===== src/rtl/tpu_job_sequencer.sv =====
// -----------------------------------------------------------------------------
// tpu_job_sequencer
//
// Host-side command sequencer for the tpuv1 memory-mapped port.
//
// It takes one matrix job as a stream of DATAW words: DIM A rows, then DIM
// B rows. It turns that job into tpuv1 bus writes in this order:
//   - A rows
//   - B rows
//   - a clear of every C half-row
//   - a start write
// It then waits for the systolic array, reads every C half-row back, and
// returns the half-rows on an output valid/ready stream.
//
// Address map (tpu_addr):
//   A row r        : 0x100 + 8*r
//   B row r        : 0x200 + 8*r
//   C row r, half h: 0x300 + 16*r + 8*h
//   start          : 0x400
//   idle           : 0x000
//
// Optional feature, selected by the TPU_SEQ_ACCUM_EN macro:
//   When defined, a job started with accum=1 skips the C clear. The new
//   product then accumulates onto the previous job's result. When the macro
//   is not defined, the accum port is present but ignored.
//
// Ports:
//   clk        clock
//   rst_n      synchronous active-low reset
//   job_start  one-cycle pulse; begins a job when idle
//   accum      keep existing C contents (TPU_SEQ_ACCUM_EN builds only)
//   in_valid   input word valid
//   in_ready   sequencer accepts input word
//   in_data    A rows (DIM words) then B rows (DIM words)
//   out_valid  result word valid
//   out_ready  consumer accepts result word
//   out_data   C half-row, 4 x BITS_C, element 0 in the LSBs
//   busy       high from the cycle after an accepted job_start until DONE exits
//   done       one-cycle pulse after the last result is accepted
//   tpu_addr   tpuv1 address (registered)
//   tpu_r_w    tpuv1 read/write, 1 = write (registered)
//   tpu_dout   tpuv1 write data (registered)
//   tpu_din    tpuv1 read data, combinational from tpu_addr
// -----------------------------------------------------------------------------
module tpu_job_sequencer #(
  parameter int BITS_AB     = 8,
  parameter int BITS_C      = 16,
  parameter int DIM         = 8,
  parameter int ADDRW       = 16,
  parameter int DATAW       = 64,
  parameter int WAIT_CYCLES = 3*DIM+2
) (
  input  logic             clk,
  input  logic             rst_n,
  input  logic             job_start,
  input  logic             accum,
  input  logic             in_valid,
  output logic             in_ready,
  input  logic [DATAW-1:0] in_data,
  output logic             out_valid,
  input  logic             out_ready,
  output logic [DATAW-1:0] out_data,
  output logic             busy,
  output logic             done,
  output logic [ADDRW-1:0] tpu_addr,
  output logic             tpu_r_w,
  output logic [DATAW-1:0] tpu_dout,
  input  logic [DATAW-1:0] tpu_din
);

  localparam int CW       = $clog2(2*DIM) + 1;
  localparam int WW       = $clog2(WAIT_CYCLES + 1);
  localparam int ROW_BITS = DIM * BITS_AB;
  // Number of DATAW-wide half-rows that hold the whole C matrix.
  localparam int C_WORDS  = (DIM * DIM * BITS_C) / DATAW;

  localparam logic [ADDRW-1:0] A_BASE     = ADDRW'(32'h100);
  localparam logic [ADDRW-1:0] B_BASE     = ADDRW'(32'h200);
  localparam logic [ADDRW-1:0] C_BASE     = ADDRW'(32'h300);
  localparam logic [ADDRW-1:0] START_ADDR = ADDRW'(32'h400);

  localparam logic [CW-1:0] LAST_ROW = CW'(DIM - 1);
  localparam logic [CW-1:0] LAST_C   = CW'(C_WORDS - 1);

  typedef enum logic [2:0] {
    IDLE,
    LOAD_A,
    LOAD_B,
    CLR_C,
    START,
    WAIT,
    READ_C,
    DONE
  } state_t;

  state_t           state;
  logic [CW-1:0]    beat_cnt;
  logic [WW-1:0]    wait_cnt;
  logic [DATAW-1:0] row_word;
  logic             skip_clear;

  // A and B rows use DIM*BITS_AB bits. Any bits above that are forced to zero.
  assign row_word = DATAW'(in_data[ROW_BITS-1:0]);

  // Every tpuv1 region uses an 8-byte stride per DATAW word.
  function automatic logic [ADDRW-1:0] word_addr(input logic [ADDRW-1:0] base,
                                                 input logic [CW-1:0]    idx);
    return base + (ADDRW'(idx) << 3);
  endfunction

`ifdef TPU_SEQ_ACCUM_EN
  logic accum_flag;

  // accum is only meaningful at the moment a job is accepted.
  always_ff @(posedge clk) begin
    if (!rst_n) begin
      accum_flag <= 1'b0;
    end else if (state == IDLE && job_start) begin
      accum_flag <= accum;
    end
  end

  assign skip_clear = accum_flag;
`else
  logic unused_accum;

  assign unused_accum = accum;
  assign skip_clear   = 1'b0;
`endif

  always_ff @(posedge clk) begin
    if (!rst_n) begin
      state     <= IDLE;
      beat_cnt  <= '0;
      wait_cnt  <= '0;
      in_ready  <= 1'b0;
      out_valid <= 1'b0;
      out_data  <= '0;
      busy      <= 1'b0;
      done      <= 1'b0;
      tpu_addr  <= '0;
      tpu_r_w   <= 1'b0;
      tpu_dout  <= '0;
    end else begin
      // NOTE: state and registered outputs use non-blocking assignments only.
      // That lets the idle-bus defaults below be overridden later in the same
      // block without any ordering hazard.
      tpu_addr <= '0;
      tpu_r_w  <= 1'b0;
      tpu_dout <= '0;
      done     <= 1'b0;

      case (state)
        IDLE: begin
          if (job_start) begin
            state    <= LOAD_A;
            busy     <= 1'b1;
            in_ready <= 1'b1;
            beat_cnt <= '0;
          end
        end

        LOAD_A: begin
          if (in_valid && in_ready) begin
            tpu_addr <= word_addr(A_BASE, beat_cnt);
            tpu_r_w  <= 1'b1;
            tpu_dout <= row_word;
            if (beat_cnt == LAST_ROW) begin
              state    <= LOAD_B;
              beat_cnt <= '0;
            end else begin
              beat_cnt <= beat_cnt + CW'(1);
            end
          end
        end

        LOAD_B: begin
          if (in_valid && in_ready) begin
            tpu_addr <= word_addr(B_BASE, beat_cnt);
            tpu_r_w  <= 1'b1;
            tpu_dout <= row_word;
            if (beat_cnt == LAST_ROW) begin
              state    <= skip_clear ? START : CLR_C;
              in_ready <= 1'b0;
              beat_cnt <= '0;
            end else begin
              beat_cnt <= beat_cnt + CW'(1);
            end
          end
        end

        CLR_C: begin
          // One zero write per cycle. tpu_dout already defaults to zero.
          tpu_addr <= word_addr(C_BASE, beat_cnt);
          tpu_r_w  <= 1'b1;
          if (beat_cnt == LAST_C) begin
            state    <= START;
            beat_cnt <= '0;
          end else begin
            beat_cnt <= beat_cnt + CW'(1);
          end
        end

        START: begin
          tpu_addr <= START_ADDR;
          tpu_r_w  <= 1'b1;
          wait_cnt <= WW'(WAIT_CYCLES);
          state    <= WAIT;
        end

        WAIT: begin
          if (wait_cnt == '0) begin
            // Present the first C address so its data is ready next cycle.
            state    <= READ_C;
            beat_cnt <= '0;
            tpu_addr <= C_BASE;
          end else begin
            wait_cnt <= wait_cnt - WW'(1);
          end
        end

        READ_C: begin
          // The read address stays put until the current word is accepted.
          // out_data therefore always matches tpu_addr while out_valid is high.
          tpu_addr <= tpu_addr;
          if (!out_valid) begin
            out_data  <= tpu_din;
            out_valid <= 1'b1;
          end else if (out_ready) begin
            out_valid <= 1'b0;
            if (beat_cnt == LAST_C) begin
              state    <= DONE;
              done     <= 1'b1;
              beat_cnt <= '0;
              tpu_addr <= '0;
            end else begin
              beat_cnt <= beat_cnt + CW'(1);
              tpu_addr <= word_addr(C_BASE, beat_cnt + CW'(1));
            end
          end
        end

        DONE: begin
          busy  <= 1'b0;
          state <= IDLE;
        end

        default: begin
          state <= IDLE;
        end
      endcase
    end
  end

endmodule


===== config.mk =====
export PLATFORM = sky130hd
export DESIGN_NAME = tpu_job_sequencer
export DESIGN_NICKNAME = d
export VERILOG_FILES = /design/src/rtl/tpu_job_sequencer.sv
export SDC_FILE = /design/constraint.sdc
export NUM_CORES = 1
export LEC_CHECK = 0
export BUFFER_PORTS_ARGS = -buffer_cell sky130_fd_sc_hd__clkbuf_2
export CAP_MARGIN = 20
export CORE_ASPECT_RATIO = 1.2
export CORE_MARGIN = 2
export CORE_UTILIZATION = 30
export DETAILED_ROUTE_END_ITERATION = 10
export PLACE_DENSITY_LB_ADDON = 0.25
export RECOVER_POWER = 100
export SLEW_MARGIN = 20
export SYNTH_ARGS = -nofsm -noshare
export SYNTH_HDL_FRONTEND = slang
export SYNTH_SLANG_ARGS = --single-unit

===== constraint.sdc =====
create_clock -name clk -period 2.4 [get_ports clk]
set_input_delay 0.36 -clock clk [delete_from_list [all_inputs] [get_ports clk]]
set_output_delay 0.36 -clock clk [all_outputs]
set_load 0.005 [all_outputs]

=== Word-level counts from Yosys, hierarchy flattened ===
Index checks and enable logic that the tools add are counted.

* Register bits: 162
* Memory bits (writable): 0
* Memory bits (read-only): 0
* Memories: 0
* Latch bits: 0
* Output and inout bits: 149
* Bits of input ports: 134

* Add/sub/neg operators: 6
* Magnitude comparators: 0
* Shifts and indexed selects: 0
* Reduce and logical (&&, ||, !) cells: 18
* $mul: 0
* Equal/unequal tests: 21
* Bitwise gates (word level): 1
* Muxes and demuxes: 38
* Div/mod/pow operators: 0

{| class="wikitable"
|+ Operators with widths
! operator !! number
|-
| 16-bit one-hot mux with 6 select lines || 1
|-
| 5-bit 2-to-1 mux || 8
|-
| 10-bit by 8-bit adder with 11-bit output (first input constant) || 3
|-
| 16-bit 2-to-1 mux || 2
|-
| 3-bit 2-to-1 mux || 10
|-
| 5-bit one-hot mux with 5 select lines || 1
|-
| 3-bit one-hot mux with 8 select lines || 1
|-
| 11-bit 2-to-1 mux || 2
|-
| 2-bit inequality test (second input constant) || 11
|-
| 10-bit 2-to-1 mux || 2
|-
| 3-bit == test (second input constant) || 4
|-
| 9-bit by 8-bit adder with 10-bit output (first input constant) || 1
|-
| 5-bit one-hot mux with 2 select lines || 1
|-
| 10-bit AND reduction || 1
|-
| 2-bit AND reduction || 4
|-
| 4-bit AND reduction || 2
|-
| 1-bit 2-to-1 mux || 7
|-
| 3-bit by 2-bit == test with 1-bit output (second input constant) || 2
|-
| 1-bit one-hot mux with 2 select lines || 3
|-
| 6-bit AND reduction || 1
|-
| 2-bit nonzero test || 3
|-
| 5-bit by 1-bit adder with 5-bit output (second input constant) || 1
|-
| 5-bit by 3-bit == test with 1-bit output (second input constant) || 1
|-
| 5-bit by 4-bit == test with 1-bit output (second input constant) || 1
|-
| other kinds (10) || 11
|}

=== Logic depth before layout (Yosys ltp) ===
* Depth in word-level cells: 6
* Gate-level depth with buffers: 9
* Depth with buffers taken out: 9

=== Least setup slack after synthesis ===
OpenSTA, ideal clock, no wires.

* Path kind: reg-to-reg
* Start point: register beat_cnt[0]
* End point: register beat_cnt[0]
* Slack: 555 ps
* Required time: 2335 ps
* Cell stages (with the launch flop): 9
* Arrival time: 1779 ps
* Path buffers: 0
* Library setup time: 65 ps
* Cells stage by stage: dfxtp_1 -> ha_1 -> and3_1 -> ha_1 -> nor4bb_1 -> a31oi_1 -> a21oi_1 -> mux2i_1 -> nor2b_1

* Word-level cells in the longest chain between the ends: 5
* Elaborated cells between the ends (all ways): 9
* Those cells by class: add/sub: 1; eq/ne: 2; mux: 6

{| class="wikitable"
|+ Ends and longest elaborated chain
! item !! RTL line !! RTL
|-
| start, declared || 97 || <nowiki>logic [CW-1:0] beat_cnt;</nowiki>
|-
| start signal, assigned || 172 || <nowiki>beat_cnt <= beat_cnt + CW'(1);</nowiki>
|-
| start signal, assigned || 187 || <nowiki>beat_cnt <= beat_cnt + CW'(1);</nowiki>
|-
| start signal, assigned || 200 || <nowiki>beat_cnt <= beat_cnt + CW'(1);</nowiki>
|-
| 5-bit by 1-bit adder with 5-bit output or 5-bit by 4-bit == test with 1-bit output (tied branches) || - ||
|-
| 5-bit 2-to-1 mux || 196, 231 ||
|-
| 5-bit 2-to-1 mux || 229 || <nowiki>end else if (out_ready) begin</nowiki>
|-
| 5-bit 2-to-1 mux || 226 || <nowiki>if (!out_valid) begin</nowiki>
|-
| 5-bit one-hot mux with 5 select lines * || 153 || <nowiki>case (state)</nowiki>
|}

Every way passes the cells marked *; elsewhere a longest branch is shown, timed or not. The select of a mux whose other input is x is not followed.
A chain may end at the register's enable or synchronous reset.

=== Worst setup path after layout ===
* Start point: register state[0]
* End point: register out_data[50]

* Word-level cells in the longest chain between the ends: 2

{| class="wikitable"
|+ Ends and longest elaborated chain
! item !! RTL line !! RTL
|-
| start, declared || 96 || <nowiki>state_t state;</nowiki>
|-
| start signal, assigned || 183 || <nowiki>state <= skip_clear ? START : CLR_C;</nowiki>
|-
| 3-bit == test || 153 ||
|-
| 2-bit AND reduction (no source line) || - ||
|-
| end signal, assigned || 227 || <nowiki>out_data <= tpu_din;</nowiki>
|-
| end, declared || 62 || <nowiki>output logic [DATAW-1:0] out_data,</nowiki>
|}

No other way between the ends.

==> impl_metrics.env <==
export IMPL_max_slew_margin_pct=51.0
export IMPL_layout_drive_gt1_share_pct=22.9
export IMPL_synth_largest_area_cell="dfxtp_1"
export IMPL_crit_start="state[0]$_SDFFE_PN0P_"
export IMPL_cts_root_buf="clkbuf_16"
export IMPL_drtIter0Drc=196
export IMPL_finalMaxSlewViolations=0
export IMPL_placed_area_um2=7320
export IMPL_grt_usage_pct=14.5
export IMPL_ys_flop_type="dfxtp_1"
export IMPL_syn_avg_cell_area_um2=9.26
export IMPL_reg2reg_to="out_data[50]$_SDFFE_PN0P_"
export IMPL_ioPinCount=283
export IMPL_diodes=0
export IMPL_dp_cells=1121
export IMPL_r2r_start="state[0]$_SDFFE_PN0P_"
export IMPL_grt_setup_unrepaired="no"
export IMPL_cp_arrival_ns=2.47
export IMPL_yosysWarnings=0
export IMPL_drc=0
export IMPL_wl_mm=15.0
export IMPL_crit_required_ns=2.73
export IMPL_die_h_um=155
export IMPL_seq_area_frac_synth_pct=54.0
export IMPL_grt_pass1_vias=4660
export IMPL_synth_area_um2=5710
export IMPL_p_leak_nw=3.13
export IMPL_yosysMostFrequentCell="dfxtp_1"
export IMPL_antenna_found_initial=0
export IMPL_numCtsBuffers=17
export IMPL_synthArstFlopShare_pct=0
export IMPL_postSynthCellCount=617
export IMPL_synth_edf_count=0
export IMPL_critPathMaxStageDelay_ns=0.63
export IMPL_powerDensity_nw_per_um2=705
export IMPL_maxCapViolations=0
export IMPL_grt_max_degree=89
export IMPL_num_vias=4962
export IMPL_p_sw_share_pct=23.0
export IMPL_ys_types=56
export IMPL_core_area_um2=18800
export IMPL_grt_overflow_total=0
export IMPL_start_util_pct=30.4
export IMPL_power_net_switching_mw=1.25
export IMPL_htree_levels=4
export IMPL_drt_vias_per_instance=4.30
export IMPL_hold_start="in_data[6]"
export IMPL_cts_tree="yes"
export IMPL_detail_route_antenna_nets=0
export IMPL_fin_nets=1023
export IMPL_r2r_cells=6
export IMPL_outcome="completed"
export IMPL_clockPowerShare_pct=48.1
export IMPL_port_buffers=273
export IMPL_post_route_min_period_ns=2.14
export IMPL_p_total_mw=5.45
export IMPL_post_cts_resized=0
export IMPL_synth_top_area_share_pct=54.0
export IMPL_multi_input_area_um2=2370
export IMPL_worstHoldEndpoint="tpu_dout[6]$_SDFF_PN0_"
export IMPL_finalSetupTns_ns=0
export IMPL_grt_pass1_wl_mm=22.9
export IMPL_clockBufferDepth=2
export IMPL_worstPathCellList="clkbuf_1, and3b_1, nand2b_2, buf_12, nand2_1, a21boi_0"
export IMPL_skew_ns=0.00870
export IMPL_wl_met2_mm=6.93
export IMPL_crit_path_max_fanout=64
export IMPL_rows=55
export IMPL_wire_per_inst_um=13.0
export IMPL_min_path_cells=2
export IMPL_ir_drop_v=0.000416
export IMPL_cts_clk_slew_worst_paths_ns=0.07
export IMPL_postCtsSetupRepairBufs=0
export IMPL_syn2layout_area_growth_pct=35.4
export IMPL_top_layer_used="met4"
export IMPL_final_cells=1153
export IMPL_setup_viol=0
export IMPL_drtPass1Iterations=4
export IMPL_p_int_mw=4.20
export IMPL_crit_slowest_cell="dfxtp_1"
export IMPL_wl_met1_mm=6.46
export IMPL_cts_hold_buf=0
export IMPL_fp_dieW_um=130
export IMPL_hold_viol=0
export IMPL_period_share_pct=89.0
export IMPL_yosys_top_cells_area="dfxtp_1 54%, nand2_1 9.8%, and2_1 7.3%"
export IMPL_cts_sinks=154
export IMPL_yosys_top_cells_count="154 x dfxtp_1, 149 x nand2_1, 67 x and2_1, 53 x a21boi_0, 19 x a21oi_1"
export IMPL_start_kind="register"
export IMPL_seq_area_um2=3080
export IMPL_crit_type="register to register"
export IMPL_clk_latency_ns=0.41
export IMPL_ff2ff_setup_slack_ns=0.26
export IMPL_hpwl_mm=10.8
export IMPL_seq_power_share_pct=47.5
export IMPL_power_frac_comb_pct=4.4
export IMPL_tightest_slew_ns=0.733
export IMPL_gp_congestion=0.806
export IMPL_met3_length_mm=1.45
export IMPL_n_fill_cell=2013
export IMPL_synth_seq_cells=154
export IMPL_critPathCaptureType="register"
export IMPL_hold_class="primary input to register"
export IMPL_stdcell_area_um2=7730
export IMPL_fmax_mhz=468
export IMPL_die_area_um2=20200
==> stage by stage <==
step | util (%) | hold slack, ns | worst slack [ns]
2_1_floorplan | - | 0.449 | 0.555
3_3_place_gp | 39.0 | 0.441 | 0.318
3_5_place_dp | 39.0 | 0.446 | 0.302
4_1_cts | 42.0 | 0.116 | 0.274
5_1_grt | 41.2 | 0.112 | 0.0261
6_report | 41.2 | 0.138 | 0.264
==> area by class of cell <==
cell class	instances	area share (%)
sequential	154	39.9
multi-input combinational	417	30.7
timing repair buffer	287	17.5
clock buffer	19	5.73
tap	256	4.14
clock inverter	13	1.75
inverter	7	0.340
==> worst max-delay path, delay by kind of cell, from the launching register on <==
family	cells	cell delay (ns)
compound gates	1	0.18
buf+inv	2	0.64
flops	1	0.63
simple gates	3	0.55
==> logic make-up (layout without fill, tap and decap cells) <==
kind of cell	Yosys count	in the layout	synth area share (%)
xor+xnor	3	3	0.460
mux	2	2	0.351
fa+ha+maj	5	5	1.10
other cells	1	8	0.0657
flops	154	154	54.0
simple gates	271	271	23.5
buf+inv	53	326	5.02
compound gates	128	128	15.5
==> worst max path at each step <==
stage / to / depth (start not counted) / slack, ns
final: out_data[50]$_SDFFE_PN0P_ / 6 / 0.26
after global routing: beat_cnt[0]$_SDFFE_PN0P_ / 8 / 0.03
after CTS: beat_cnt[0]$_SDFFE_PN0P_ / 8 / 0.27
after detailed placement: beat_cnt[3]$_SDFFE_PN0P_ / 8 / 0.30
after global placement: beat_cnt[0]$_SDFFE_PN0P_ / 8 / 0.32
after floorplan: beat_cnt[0]$_SDFFE_PN0P_ / 8 / 0.56
==> cells in the final DEF, fill, tap and decap left out, types with 4 or more instances in the layout <==
cell and instances:
clkbuf_16 17, ha_1 5, o21ai_0 17, clkbuf_2 158
nor3b_1 6, nor2_1 5, and2_0 14, clkbuf_1 115
inv_1 7, nor3_1 5, conb_1 8, nor2b_1 12
dfxtp_1 154, a21oi_1 19, and2_1 53, nand2_1 149
buf_4 7, buf_1 4, nand3_1 5, clkinv_4 4
and3_1 4, a21boi_0 65
==> metal layers <==
layer	track usage [%]	vias up
li1	-	2554
met1	17.1	2185
met2	23.5	211
met3	5.95	12
met4	5.17	0
met5	0	-
==> power by group through the flow <==
stage,Clock (mW),Combinational (mW),Sequential [mW]
final,2.62,0.241,2.59
after global routing,2.84,0.268,2.59
after CTS,2.73,0.249,2.59
after detailed placement,0,0.248,2.65
after global placement,0,0.248,2.65
after floorplan,0,0.118,2.64
==> state kept, by name, summed over array words and instances (netlist names) <==
signal	count
in_ready	1
tpu_r_w	1
tpu_addr	8
out_valid	1
out_data	64
wait_cnt	5
done	1
state	3
beat_cnt	5
busy	1
tpu_dout	64
Power figures use the tool's default switching activity.
